**src/rtl/uart_rdata_sender.sv**
```systemverilog
// Formats a latched 64-bit dump word (or 32-bit PC) as ASCII hex + CR LF into the UART TX FIFO.
// Latency: first byte the cycle after start; flushing_wq 20 (data) / 11 (PC) cycles after start without stalls.
// Backpressure: tx_fifo_full holds state, counter and tx_wdata; each full cycle delays the rest by one cycle.
module uart_rdata_sender #(
    parameter bit HEX_UPPER = 1'b0
) (
    input  logic        clk,
    input  logic        rst_n,
    input  logic        rdata_snd_start,
    input  logic [63:0] rdata_snd,
    input  logic        pc_print_sel,
    input  logic        tx_fifo_full,
    output logic [7:0]  tx_wdata,
    output logic        tx_wen,
    output logic        flushing_wq,
    output logic        snd_busy
);

    typedef enum logic [2:0] {
        IDLE = 3'd0,
        HEX0 = 3'd1,
        SEP  = 3'd2,
        HEX1 = 3'd3,
        CR   = 3'd4,
        LF   = 3'd5,
        DONE = 3'd6
    } state_t;

    // Offset added to nibbles 10..15 so that 10 lands on 'A' (0x41) or 'a' (0x61).
    localparam logic [7:0] ALPHA_BASE = HEX_UPPER ? 8'h37 : 8'h57;

    state_t      state;
    logic [2:0]  cnt;
    logic [63:0] shift_reg;
    logic        mode;

    logic        emitting;
    logic [31:0] cur_word;
    logic [2:0]  nib_idx;
    logic [3:0]  nib;
    logic [7:0]  hex_char;

    // Select the word and nibble being printed (most significant nibble first) and map it to ASCII.
    always_comb begin
        emitting = (state == HEX0) || (state == SEP) || (state == HEX1) ||
                   (state == CR)   || (state == LF);
        cur_word = (state == HEX1) ? shift_reg[63:32] : shift_reg[31:0];
        nib_idx  = 3'd7 - cnt;
        nib      = cur_word[{nib_idx, 2'b00} +: 4];
        hex_char = (nib < 4'd10) ? (8'h30 + {4'h0, nib}) : (ALPHA_BASE + {4'h0, nib});
    end

    // Byte presented to the FIFO and its write strobe, both purely from current state and fullness.
    always_comb begin
        tx_wen   = emitting && !tx_fifo_full;
        tx_wdata = 8'h00;
        case (state)
            HEX0, HEX1: tx_wdata = hex_char;
            SEP:        tx_wdata = 8'h20;
            CR:         tx_wdata = 8'h0D;
            LF:         tx_wdata = 8'h0A;
            default:    tx_wdata = 8'h00;
        endcase
    end

    // Line sequencer: captures on start, advances only on accepted bytes, pulses flushing_wq at the end.
    always_ff @(posedge clk or negedge rst_n) begin
        if (!rst_n) begin
            state       <= IDLE;
            cnt         <= 3'd0;
            shift_reg   <= 64'd0;
            mode        <= 1'b0;
            flushing_wq <= 1'b0;
            snd_busy    <= 1'b0;
        end else begin
            case (state)
                IDLE: begin
                    flushing_wq <= 1'b0;
                    if (rdata_snd_start) begin
                        shift_reg <= rdata_snd;
                        mode      <= pc_print_sel;
                        cnt       <= 3'd0;
                        snd_busy  <= 1'b1;
                        state     <= HEX0;
                    end
                end
                HEX0: begin
                    if (tx_wen) begin
                        // The 3-bit counter wraps 7 -> 0 exactly as the state moves on.
                        cnt <= cnt + 3'd1;
                        if (cnt == 3'd7) begin
                            state <= mode ? CR : SEP;
                        end
                    end
                end
                SEP: begin
                    if (tx_wen) begin
                        cnt   <= 3'd0;
                        state <= HEX1;
                    end
                end
                HEX1: begin
                    if (tx_wen) begin
                        cnt <= cnt + 3'd1;
                        if (cnt == 3'd7) begin
                            state <= CR;
                        end
                    end
                end
                CR: begin
                    if (tx_wen) begin
                        state <= LF;
                    end
                end
                LF: begin
                    if (tx_wen) begin
                        flushing_wq <= 1'b1;
                        state       <= DONE;
                    end
                end
                DONE: begin
                    // A start arriving here is dropped; the dump logic waits for flushing_wq.
                    flushing_wq <= 1'b0;
                    snd_busy    <= 1'b0;
                    state       <= IDLE;
                end
                default: begin
                    flushing_wq <= 1'b0;
                    snd_busy    <= 1'b0;
                    state       <= IDLE;
                end
            endcase
        end
    end

endmodule

```
**config.mk**
```make
export PLATFORM = sky130hd
export DESIGN_NAME = uart_rdata_sender
export DESIGN_NICKNAME = d
export VERILOG_FILES = /design/src/rtl/uart_rdata_sender.sv
export SDC_FILE = /design/constraint.sdc
export NUM_CORES = 1
export LEC_CHECK = 0
export BUFFER_PORTS_ARGS = -buffer_cell sky130_fd_sc_hd__buf_2
export CELL_PAD_IN_SITES_DETAIL_PLACEMENT = 1
export CELL_PAD_IN_SITES_GLOBAL_PLACEMENT = 1
export CORE_MARGIN = 3
export CORE_UTILIZATION = 43
export CTS_CLUSTER_DIAMETER = 60
export DETAILED_ROUTE_END_ITERATION = 10
export PLACE_DENSITY = 0.91
export SYNTH_ARGS = -nofsm -noshare
export SYNTH_HDL_FRONTEND = slang
export SYNTH_SLANG_ARGS = --single-unit
```
**constraint.sdc**
```tcl
create_clock -name clk -period 2.9 [get_ports clk]
set_input_delay 0.58 -clock clk [delete_from_list [all_inputs] [get_ports clk]]
set_output_delay 0.58 -clock clk [all_outputs]
set_load 0.02 [all_outputs]
```
==> results.toml <==
[power]
peakVddDrop_mv = 0.450
power_density_nw_per_um2 = 1260
power.leakage_uw = 0.00203
p_seq_share_pct = 33.8
p_int_uw = 3500
p_sw_share_pct = 37.6
p_switching_uw = 2110
power_frac_clock_pct = 15.5
pwr-share-comb_pct = 50.6

[synth]
synthTopCellsByCount = "dfrtp_1, mux2_1, mux2_2"
synthTopCellsByArea = "dfrtp_1, mux2_1, mux2_2"
synth_top_area_cell = "dfrtp_1"
yosys_warnings = 0
synth_most_common_cell = "dfrtp_1"
synth-seq-area-share_pct = 51.1
syn_area_per_cell_sq_um = 13.4
synth_cell_types = 42
synthArstFlopShare_pct = 100
netlist_instances = 266
synth_edf_count = 0
synthFlopType = "dfrtp_1"
syn_area_sq_um = 3570
ys_ff_latch = 73
synth_fp_nets = 338
synth_top_area_share_pct = 51.1

[placement]
dp_slack_ns = -0.0390
portBuffers = 78
dp.cells = 441
hpwl_um = 6410
gp_congestion = 0.766

[grt]
grt_usage_pct = 21.0
grt_pass1_wl_um = 15200
grt_pass1_vias = 2912
overflow = 0
antenna_found_initial = 0
grt_start_max_net_pins = 74

[floorplan]
die_y_um = 97.2
die_area_sq_um = 9440
ios = 80
start_util_pct = 45.3
rows = 32
dieWidth_um = 97.2
coreArea_sq_um = 7890

[timing]
fin_skew_ns = 0.00737
relSlewSlack_pct = 39.4
drv_slew = 0
fin_ws_ns = -0.306
setup_violations = 6
rsz0062_at_grt = "true"
fmax_ghz = 0.312
period_share_pct = 111
tightestPinTransition_ns = 0.909
post-route-min-period_ns = 3.21
finalHoldViolCount = 0

[job]
maxCapViolations = 0

[clock_network]
cts_tree = "done"
cts.sinks = 73
holdBufCountCts = 0
clockRootBuffer = "clkbuf_8"
cts_buffers = 9
clk_latency_ns = 0.35
cts.reportedPaths.clkPinSlew_ns = 0.07
h-tree-depth = 3
max-clock-path-buffers = 2

[drt]
vias = 2525
first_iter_violations = 74
drt_pass1_iterations = 4
vias_per_cell = 5.48
wl_per_cell_um = 20.5
antenna_left = 0
drc = 0
postRouteWirelength_um = 9470

[worst_setup_path]
cp.arrival_ns = 2.63
path_class = "reg2out"
endpoint_kind = "output pin"
startpoint_type = "register"
reg2reg_from = "state[1]"
crit_start = "state[1]"
cp_max_fo = 7
cp.required_ns = 2.32

[final_layout]
final_nets = 427
drive_above_1_share_pct = 46.8
fin_cells = 461
largest_register_ffs = 64
diodes = 0
syn2layout_area_growth_pct = 24.6
fill_cells = 813

[worst_hold_path]
hp-class = "in2async"

[run_status]
violations = "setup timing"
outcome = "complete, but fails checks"
-- worst max-delay path, cell delays in order (launching register included) --
cell	delay, ns
dfrtp_1	0.43
nand3b_4	0.17
buf_12	0.13
mux4_2	0.52
mux2i_4	0.19
a31oi_2	0.06
or4b_1	0.49
o211ai_1	0.10
buf_4	0.17
-- metal layers --
layer	routed length (um)	track usage [%]	share of wire, %	vias up
met2	4840	36.3	51	77
met4	388	9.07	4.1	0
li1	-	-	-	1152
met1	3820	24.4	40	1266
met5	0	0	0	-
met3	431	5.60	4.6	30
-- layout make-up --
cell class              count  area, sq um  share of cell area [%]
multi-input cells         172         1710                    38.4
repair buffers             96          567                    12.7
clock inverters             3         65.1                    1.46
inverters                   3         11.3                   0.253
well taps                 102          128                    2.87
flip-flops and latches     73         1830                    41.1
clock buffers              12          145                    3.26
-- cells in the final DEF (no fill, tap or decap), drive strengths merged, types with 3 or more instances in the layout --
| cell type | n |
|---|---|
| buf | 96 |
| mux2 | 66 |
| mux4 | 12 |
| nand2 | 14 |
| ha | 3 |
| o211ai | 4 |
| mux2i | 11 |
| o21ai | 9 |
| nor3 | 3 |
| nor2 | 11 |
| inv | 3 |
| dfrtp | 73 |
| nor2b | 6 |
| nand3 | 7 |
| clkbuf | 12 |
-- timing repair --
| action | CTS | global route |
|---|---|---|
| endpoints found under the hold margin | 0 | 0 |
| pin swaps | 5 | 6 |
| resized for setup | 12 | 7 |
| endpoints found under the setup margin | 6 | 6 |
| buffers inserted | 5 | 0 |
-- through the flow --
stage          hold WS [ns]  TNS, ns  instance area [sq um]  power (uW)  utilization, %
2_1_floorplan         0.284        0                   3570        3560               -
3_3_place_gp          0.466        0                   4120        4210            52.2
3_5_place_dp          0.477  -0.0906                   4120        4390            52.2
4_1_cts               0.380    -1.44                   4420        5500            56.1
5_1_grt               0.430    -1.95                   4450        5980            56.5
6_report              0.359    -1.33                   4450        5610            56.5
-- path summary, 6_finish.rpt --
path / slack, ns / depth (start not counted) / end
min in group clk: 0.44 / 2 / shift_reg[5]
worst min-delay path: 0.36 / 1 / shift_reg[11]
worst min register to register: 0.49 / 1 / shift_reg[61]
worst max register to register: 0.74 / 6 / cnt[0]
worst max-delay path: -0.31 / 8 / tx_wdata[0]
max in group asynchronous: 1.90 / 1 / cnt[0]
-- cells by family (layout without fill, tap and decap cells) --
logic type,after synthesis,after routing,synth area share (%)
AOI/OAI and AO/OA,27,27,5.22
adders and majority gates,3,3,1.05
buffers and inverters,21,114,2.83
DFF,73,73,51.1
muxes,89,89,31.8
other,1,1,0.105
and+or+nand+nor,52,52,7.91
-- power groups by stage --
stage	Sequential [uW]	Combinational [uW]	Clock, uW
after floorplan	1750	1810	0
after global placement	1860	2350	0
after detailed placement	1890	2500	0
after CTS	1890	2710	900
after global routing	1960	3080	945
final	1900	2840	872
Power figures use the tool's default switching activity.
